`src/rtl/pong_pkg.sv`:
```
// rtl/pong_pkg.sv - shared types and widths for the pong match sequencer
package pong_pkg;

    typedef enum logic [2:0] {
        ST_IDLE  = 3'd0,
        ST_SERVE = 3'd1,
        ST_PLAY  = 3'd2,
        ST_POINT = 3'd3,
        ST_OVER  = 3'd4
    } pong_state_e;

    localparam int STATE_W      = 3;
    localparam int SCORE_W      = 4;
    localparam int DELAY_W      = 8;
    localparam int TICK_DIV_DEF = 50000;

endpackage

```
`src/rtl/pong_game_sequencer_if.sv`:
```
// rtl/pong_game_sequencer_if.sv - control/status bundle between pin decode, sequencer and physics
interface pong_game_sequencer_if;
    import pong_pkg::*;

    logic               ena;
    logic               start;
    logic               miss_left;
    logic               miss_right;
    logic               phys_step;
    logic               phys_serve;
    logic               serve_dir;
    logic [SCORE_W-1:0] score_left;
    logic [SCORE_W-1:0] score_right;
    logic [STATE_W-1:0] state;
    logic               game_over;

    modport master (
        output ena, start, miss_left, miss_right,
        input  phys_step, phys_serve, serve_dir, score_left, score_right, state, game_over
    );

    modport slave (
        input  ena, start, miss_left, miss_right,
        output phys_step, phys_serve, serve_dir, score_left, score_right, state, game_over
    );

endinterface

```
`src/rtl/pong_tick_div.sv`:
```
// rtl/pong_tick_div.sv - free-running game tick divider with hold on ena low
module pong_tick_div
    import pong_pkg::*;
#(
    parameter int TICK_DIV = TICK_DIV_DEF
) (
    input  logic clk,
    input  logic rst_n,
    input  logic ena,
    output logic tick
);

    localparam int                CNT_W   = $clog2(TICK_DIV);
    localparam logic [CNT_W-1:0]  CNT_MAX = CNT_W'(TICK_DIV - 1);

    logic [CNT_W-1:0] cnt_q, cnt_d;
    logic             tick_q;

    always_comb begin
        cnt_d = cnt_q;
        if (ena) begin
            cnt_d = (cnt_q == CNT_MAX) ? '0 : cnt_q + CNT_W'(1);
        end
    end

    always_ff @(posedge clk or negedge rst_n) begin
        if (!rst_n) begin
            cnt_q  <= '0;
            tick_q <= 1'b0;
        end else begin
            cnt_q  <= cnt_d;
            tick_q <= ena && (cnt_q == CNT_MAX);
        end
    end

    assign tick = tick_q;

endmodule

```
`src/rtl/pong_game_sequencer.sv`:
```
// rtl/pong_game_sequencer.sv - match FSM: serve delay, rally play, scoring and game over
module pong_game_sequencer
    import pong_pkg::*;
#(
    parameter int TICK_DIV    = TICK_DIV_DEF,
    parameter int SERVE_DELAY = 32,
    parameter int WIN_SCORE   = 7
) (
    input  logic                  clk,
    input  logic                  rst_n,
    pong_game_sequencer_if.slave  bus
);

    localparam logic [DELAY_W-1:0] DELAY_LOAD = DELAY_W'(SERVE_DELAY);
    localparam logic [SCORE_W-1:0] WIN        = SCORE_W'(WIN_SCORE);

    pong_state_e        state_q, state_d;
    logic [DELAY_W-1:0] delay_q, delay_d;
    logic [SCORE_W-1:0] score_l_q, score_l_d;
    logic [SCORE_W-1:0] score_r_q, score_r_d;
    logic               dir_q, dir_d;
    logic               start_q;
    logic               armed_q;
    logic               tick;
    logic               start_rise;
    logic               step;
    logic               serve;

    pong_tick_div #(.TICK_DIV(TICK_DIV)) u_tick_div (
        .clk   (clk),
        .rst_n (rst_n),
        .ena   (bus.ena),
        .tick  (tick)
    );

    // armed_q blocks a start level held high across reset release from looking like an edge
    assign start_rise = bus.start & ~start_q & armed_q;

    always_comb begin
        state_d   = state_q;
        delay_d   = delay_q;
        score_l_d = score_l_q;
        score_r_d = score_r_q;
        dir_d     = dir_q;
        step      = 1'b0;
        serve     = 1'b0;
        case (state_q)
            ST_IDLE: begin
                score_l_d = '0;
                score_r_d = '0;
                if (start_rise) begin
                    delay_d = DELAY_LOAD;
                    state_d = ST_SERVE;
                end
            end
            ST_SERVE: begin
                if (tick) begin
                    delay_d = delay_q - DELAY_W'(1);
                    if (delay_q == DELAY_W'(1)) begin
                        serve   = 1'b1;
                        state_d = ST_PLAY;
                    end
                end
            end
            ST_PLAY: begin
                step = tick;
                if (bus.miss_left && !bus.miss_right) begin
                    score_r_d = score_r_q + SCORE_W'(1);
                    dir_d     = 1'b0;
                end else if (bus.miss_right && !bus.miss_left) begin
                    score_l_d = score_l_q + SCORE_W'(1);
                    dir_d     = 1'b1;
                end
                if (bus.miss_left || bus.miss_right) begin
                    state_d = ST_POINT;
                end
            end
            ST_POINT: begin
                if (score_l_q == WIN || score_r_q == WIN) begin
                    state_d = ST_OVER;
                end else begin
                    delay_d = DELAY_LOAD;
                    state_d = ST_SERVE;
                end
            end
            ST_OVER: begin
                if (start_rise) begin
                    score_l_d = '0;
                    score_r_d = '0;
                    delay_d   = DELAY_LOAD;
                    state_d   = ST_SERVE;
                end
            end
            default: state_d = ST_IDLE;
        endcase
    end

    always_ff @(posedge clk or negedge rst_n) begin
        if (!rst_n) begin
            state_q   <= ST_IDLE;
            delay_q   <= '0;
            score_l_q <= '0;
            score_r_q <= '0;
            dir_q     <= 1'b0;
            start_q   <= 1'b0;
            armed_q   <= 1'b0;
        end else begin
            state_q   <= state_d;
            delay_q   <= delay_d;
            score_l_q <= score_l_d;
            score_r_q <= score_r_d;
            dir_q     <= dir_d;
            start_q   <= bus.start;
            armed_q   <= 1'b1;
        end
    end

    assign bus.phys_step   = step;
    assign bus.phys_serve  = serve;
    assign bus.serve_dir   = dir_q;
    assign bus.score_left  = score_l_q;
    assign bus.score_right = score_r_q;
    assign bus.state       = state_q;
    assign bus.game_over   = (state_q == ST_OVER);

endmodule
```
`src/flat_wrapper.sv`:
```
// flat-port wrapper written by rule: the top's interface ports become plain ports
module pong_game_sequencer_flat import pong_pkg::*;
#(
    parameter int TICK_DIV    = TICK_DIV_DEF,
    parameter int SERVE_DELAY = 32,
    parameter int WIN_SCORE   = 7
)
  (clk, rst_n, bus_ena, bus_start, bus_miss_left, bus_miss_right, bus_phys_step, bus_phys_serve, bus_serve_dir, bus_score_left, bus_score_right, bus_state, bus_game_over);
  pong_game_sequencer_if bus_i ();
  input  logic clk;
  input  logic rst_n;
  input wire logic [$bits(bus_i.ena)-1:0] bus_ena;
  input wire logic [$bits(bus_i.start)-1:0] bus_start;
  input wire logic [$bits(bus_i.miss_left)-1:0] bus_miss_left;
  input wire logic [$bits(bus_i.miss_right)-1:0] bus_miss_right;
  output wire logic [$bits(bus_i.phys_step)-1:0] bus_phys_step;
  output wire logic [$bits(bus_i.phys_serve)-1:0] bus_phys_serve;
  output wire logic [$bits(bus_i.serve_dir)-1:0] bus_serve_dir;
  output wire logic [$bits(bus_i.score_left)-1:0] bus_score_left;
  output wire logic [$bits(bus_i.score_right)-1:0] bus_score_right;
  output wire logic [$bits(bus_i.state)-1:0] bus_state;
  output wire logic [$bits(bus_i.game_over)-1:0] bus_game_over;
  assign bus_i.ena = bus_ena;
  assign bus_i.start = bus_start;
  assign bus_i.miss_left = bus_miss_left;
  assign bus_i.miss_right = bus_miss_right;
  assign bus_phys_step = bus_i.phys_step;
  assign bus_phys_serve = bus_i.phys_serve;
  assign bus_serve_dir = bus_i.serve_dir;
  assign bus_score_left = bus_i.score_left;
  assign bus_score_right = bus_i.score_right;
  assign bus_state = bus_i.state;
  assign bus_game_over = bus_i.game_over;
  pong_game_sequencer #(.TICK_DIV(TICK_DIV), .SERVE_DELAY(SERVE_DELAY), .WIN_SCORE(WIN_SCORE)) u_core (.clk(clk), .rst_n(rst_n), .bus(bus_i));
endmodule
```
`config.mk`:
```
export PLATFORM = sky130hd
export DESIGN_NAME = pong_game_sequencer_flat
export DESIGN_NICKNAME = d
export VERILOG_FILES = /design/src/rtl/pong_pkg.sv /design/src/rtl/pong_game_sequencer_if.sv /design/src/rtl/pong_tick_div.sv /design/src/rtl/pong_game_sequencer.sv /design/src/flat_wrapper.sv
export SDC_FILE = /design/constraint.sdc
export NUM_CORES = 1
export LEC_CHECK = 0
export CORE_UTILIZATION = 60
export DETAILED_ROUTE_END_ITERATION = 8
export PLACE_DENSITY_LB_ADDON = 0.08
export SYNTH_ARGS = -nofsm -noshare
export SYNTH_HDL_FRONTEND = slang
export SYNTH_HIERARCHICAL = 1
export SYNTH_SLANG_ARGS = --single-unit
```
`constraint.sdc`:
```
create_clock -name clk -period 4.69 [get_ports clk]
set_input_delay 0.938 -clock clk [delete_from_list [all_inputs] [get_ports clk]]
set_output_delay 0.938 -clock clk [all_outputs]
set_load 0.02 [all_outputs]
```
After elaboration in Yosys (flattened, before gate mapping)
Index checks and enable logic that the tools add are counted.

Bits in registers: 39. Input bits: 6. Output and inout port bits: 15.

Add/sub/neg operators: 4. Equality and inequality tests: 17. Multiplexer cells: 23. Bitwise gates (word level): 3. Reduce and logical (&&, ||, !) cells: 17.

Operators by type and width (count): 2-to-1 mux 8 bit (3); case mux 4 bit (3 select lines) (2); case mux 8 bit (3 select lines) (1); adder 16 x 1 -> 16 bit (second input constant) (1); equality test 16 bit (second input constant) (1); 2-to-1 mux 16 bit (1); 2-to-1 mux 4 bit (4); 2-to-1 mux 3 bit (5); != test 2 x 1 -> 1 bit (second input constant) (6); case mux 3 bit (4 select lines) (1); AND reduction 4 bit (3); adder 4 x 1 -> 4 bit (second input constant) (2); equality test 4 x 3 -> 1 bit (second input constant) (2); equality test 8 x 1 -> 1 bit (second input constant) (1); subtractor 8 x 1 -> 8 bit (second input constant) (1); equality test 3 x 2 -> 1 bit (second input constant) (2); 2-to-1 mux 1 bit (6); != test 2 bit (second input constant) (3); nonzero test 3 bit (2); equality test 3 x 1 -> 1 bit (second input constant) (1); equality test 3 bit (second input constant) (1); logical AND 1 bit (3); zero test 3 bit (1); AND reduction 3 bit (1); other kinds (7) (10).

Longest topological paths before layout
Word-level depth: 5. Depth in mapped cells: 6. Depth with buffers taken out: 6.

Modules after synthesis
The synthesis kept the hierarchy.

Modules (own cells, without submodules): pong_game_sequencer (instances 1, cells an instance 122, area each 1226.2 um^2); pong_tick_div (instances 1, cells an instance 84, area each 848.3 um^2).

Worst setup path before layout
OpenSTA, ideal clock, no wires.

Path type: input to register. Start: input port bus_ena. End: register u_core.u_tick_div.cnt_q[15]. Data arrival time: 2.158 ns. Data required time: 4.613 ns. Path slack: 2.455 ns. Cell stages on the path: 5. Path buffers: 1. Cell sequence: buf_4 > nand3_4 > or4_1 > or3_1 > a21oi_1.

RTL lines: start: declaration (RTL line flat_wrapper.sv:12) `input wire logic [$bits(bus_i.ena)-1:0] bus_ena;`; end signal: assignment (RTL line pong_tick_div.sv:31) `cnt_q <= cnt_d;`; end: declaration (RTL line pong_tick_div.sv:16) `logic [CNT_W-1:0] cnt_q, cnt_d;`.

Final worst setup path
Start: register u_core.delay_q[4]. End: output port bus_phys_serve.

Cells in the longest elaborated chain, start to end: 4.

RTL lines: start: declaration (RTL line pong_game_sequencer.sv:18) `logic [DELAY_W-1:0] delay_q, delay_d;`; start signal: assignment (RTL line pong_game_sequencer.sv:109) `delay_q <= delay_d;`; equality test 8 x 1 -> 1 bit (RTL line pong_game_sequencer.sv:59) `if (delay_q == DELAY_W'(1)) begin`; 2-to-1 mux 1 bit (RTL line pong_game_sequencer.sv:59); 2-to-1 mux 1 bit (RTL line pong_game_sequencer.sv:57) `if (tick) begin`; 2-to-1 mux 1 bit (RTL line pong_game_sequencer.sv:47) `case (state_q)`; end: declaration (RTL line flat_wrapper.sv:17) `output wire logic [$bits(bus_i.phys_serve)-1:0] bus_phys_serve;`.

Every way passes these cells.

==> run summary <==
DRT antenna net count - 0
Crit-path slowest cell - clkdlybuf4s50_1
Slew margin rel. - 59.1%
Crit start category - register
Main area contributors after synthesis - dfrtp_1, ha_1, nand2_1
Post-CTS sizing - 0
DR pass1 iterations - 4
CTS tree - built
Slew of the pin with the lowest slew margin - 613 ps
DRT Wirelength - 4.11 mm
Utilization after layout - 74.7%
Die H - 60.8 um
Filler Cell Count - 229
Die Wd - 60.8 um
Tcrit/Tclk final - 67.3%
Area growth syn-to-layout - 14.5%
Multi-input gate area - 1030 um^2
Post-synthesis register bit count - 39
TNS Setup - 0 ps
Post-CTS Setup Inserts - 0
Die area - 3700 um^2
RSZ-0062 raised after global routing - false
Critical path arrival - 2220 ps
Crit path capture type - output pin
FF/Latch Area - 976 um^2
Share of the synthesized area in the top cell type - 47.0%
Cell taking the most area after synthesis - dfrtp_1
DP Wirelength - 2.91 mm
Initial Util - 65.3%
RR Startpoint - u_core/u_tick_div/cnt_q[2]$_DFFE_PN0P_
Syn Nets - 220
# rows - 20
Yosys cell types - 50
Seq/Total Area, Yosys - 47.0%
Clock sinks - 39
Largest fanout on the critical path - 3
Syn_area_per_cell - 10.1 um^2
Placer congestion estimate - 0.836
Maximum vdd ir drop - 0.209 mV
Count leader, synth - dfrtp_1
Drt via density - 5.84
Fraction of registers with async set or reset after synthesis - 100%
DR DRC count - 0
Maximum number of pins on one net before global-route repair - 40
Antenna violations before repair - 0
Mapped Cells - 206
CTS root buf - clkbuf_4
Fin. Hold Viols - 0
Nets@finish - 244
Critical path origin - u_core/delay_q[4]$_DFFE_PN0P_
Number of global-route vias before repair - 1597
Status - complete, no violations
R2R setup slack - 2910 ps
Setup Viol. Count Final - 0
Reg2Reg Depth - 4
Mapped cell area - 2070 um^2
Slew Limit Fails - 0
Slowest cell delay on critical path - 610 ps
FMAX - 317 MHz
Vias - 1606
Share of cells above drive strength 1 - 8.66%
Skew final - 6.66 ps
CP delay by family, top - simple AND/OR/NAND/NOR gates
Data required time of the critical path - 3750 ps
IO buf count - 20
Core area - 3180 um^2
YS warnings - 6
Clock Pin Slew Worst Setup and Hold Paths - 110 ps
I/O pin count - 21
Tmin final - 3160 ps
Htree depth - 2
Worst min path class - reg2reg
Post-synth EDFFs - 0
WL/cell - 15.0 um
Commonest cells post-synth - dfrtp_1, nand2_1, nor2_1
Pwr Density - 305 nW/um^2
Max-Cap Viols - 0
Antenna cells - 0
Hold Buf Count CTS - 0
Crit path to - bus_phys_serve
Stages on worst setup path - 4
GRT Overall Usage - 25.7%
Global-route wire length before repair - 6.92 mm
Number of CTS-inserted buffers - 5
DRT iter0 DRCs - 83
Clock buffer depth - 2
Power, Total - 0.724 mW
Aggregate global routing overflow - 0
Crit-path cells - nor4_1 -> nand3_1 -> nor2_1 -> clkdlybuf4s50_1
Leakage power - 1.04 nW
Critical path buffers and inverters - 1
Worst r2r dst - u_core/u_tick_div/cnt_q[15]$_DFFE_PN0P_
Crit Path Class - reg2out
Clk_lat worst skew - 350 ps
Synth Flop Type - dfrtp_1
-- cell type report --
class	instances	share of cell area, %
sequential	39	41.1
multi-input combinational	153	43.2
clock inverter	1	0.316
clock buffer	7	2.74
tap	44	2.32
timing repair buffer	21	8.75
inverter	10	1.58
-- flip-flops by register name, summed over array words and instances (netlist names) --
| register | cells |
|---|---|
| u_core/bus.state | 3 |
| u_core/u_tick_div/tick | 1 |
| u_core/start_q | 1 |
| u_core/delay_q | 8 |
| u_core/u_tick_div/cnt_q | 16 |
| u_core/bus.score_right | 4 |
| u_core/bus.score_left | 4 |
| u_core/bus.serve_dir | 1 |
| u_core/armed_q | 1 |
-- logic make-up after synthesis --
group                      count (synthesis)  synth area share [%]
AOI/OAI and AO/OA                         33                  9.77
xor gates and xnor gates                  17                  7.18
adders and majority gates                  8                  4.83
buffers and inverters                     14                  3.50
DFF                                       39                  47.0
muxes                                      2                  1.03
other                                      1                 0.181
and+or+nand+nor                           92                  26.5
-- where the power goes --
group	total, mW	internal (mW)	switching (mW)
combinational	0.114	0.0514	0.0629
clock	0.198	0.0876	0.111
sequential	0.412	0.364	0.0477
total	0.724	0.503	0.221
-- per-stage QoR --
step	area [um^2]	cells	setup slack (ps)	hold slack (ps)
after global routing	2370	275	1430	528
after detailed placement	2300	267	1790	495
after global placement	2300	267	1880	484
after floorplan	2070	206	2450	463
final	2370	275	1530	517
after CTS	2370	275	1510	517
-- layout by cell type, fill, tap and decap left out, types with 2 or more instances in the layout --
master / count
nor3b_2: 2
nor4_1: 5
nor3b_1: 3
or2_2: 2
clkbuf_8: 2
dfrtp_1: 39
nor2_1: 18
ha_1: 8
o21ai_1: 3
nand4_1: 6
clkbuf_4: 5
clkdlybuf4s50_1: 20
xor2_1: 8
o31ai_1: 2
or3_1: 2
o22ai_1: 3
nor2b_1: 2
nand2_1: 21
nand2b_1: 2
o21ai_0: 11
a32o_1: 2
a21o_1: 3
xnor2_1: 9
nand3b_1: 2
inv_1: 10
a21oi_1: 5
nand3_1: 8
nand4b_1: 2
and3_1: 2
nor3_1: 2
-- worst min path at each step --
stage,start,endpoint,slack [ps],depth (start not counted)
detailed placement,u_core/u_tick_div/cnt_q[7]$_DFFE_PN0P_,u_core/u_tick_div/cnt_q[7]$_DFFE_PN0P_,490,1
finish,u_core/u_tick_div/cnt_q[13]$_DFFE_PN0P_,u_core/u_tick_div/cnt_q[13]$_DFFE_PN0P_,520,1
global placement,u_core/u_tick_div/cnt_q[7]$_DFFE_PN0P_,u_core/u_tick_div/cnt_q[7]$_DFFE_PN0P_,480,1
floorplan,u_core/u_tick_div/cnt_q[7]$_DFFE_PN0P_,u_core/u_tick_div/cnt_q[7]$_DFFE_PN0P_,460,1
global route,u_core/u_tick_div/cnt_q[7]$_DFFE_PN0P_,u_core/u_tick_div/cnt_q[7]$_DFFE_PN0P_,530,1
CTS,u_core/u_tick_div/cnt_q[7]$_DFFE_PN0P_,u_core/u_tick_div/cnt_q[7]$_DFFE_PN0P_,520,1
-- metal layers --
metal,wire length [um],global-route usage [%]
met1,1800,31.9
met2,2030,42.5
met3,170,5.33
met4,110,13.3
met5,0,0
Power figures use the tool's default switching activity.
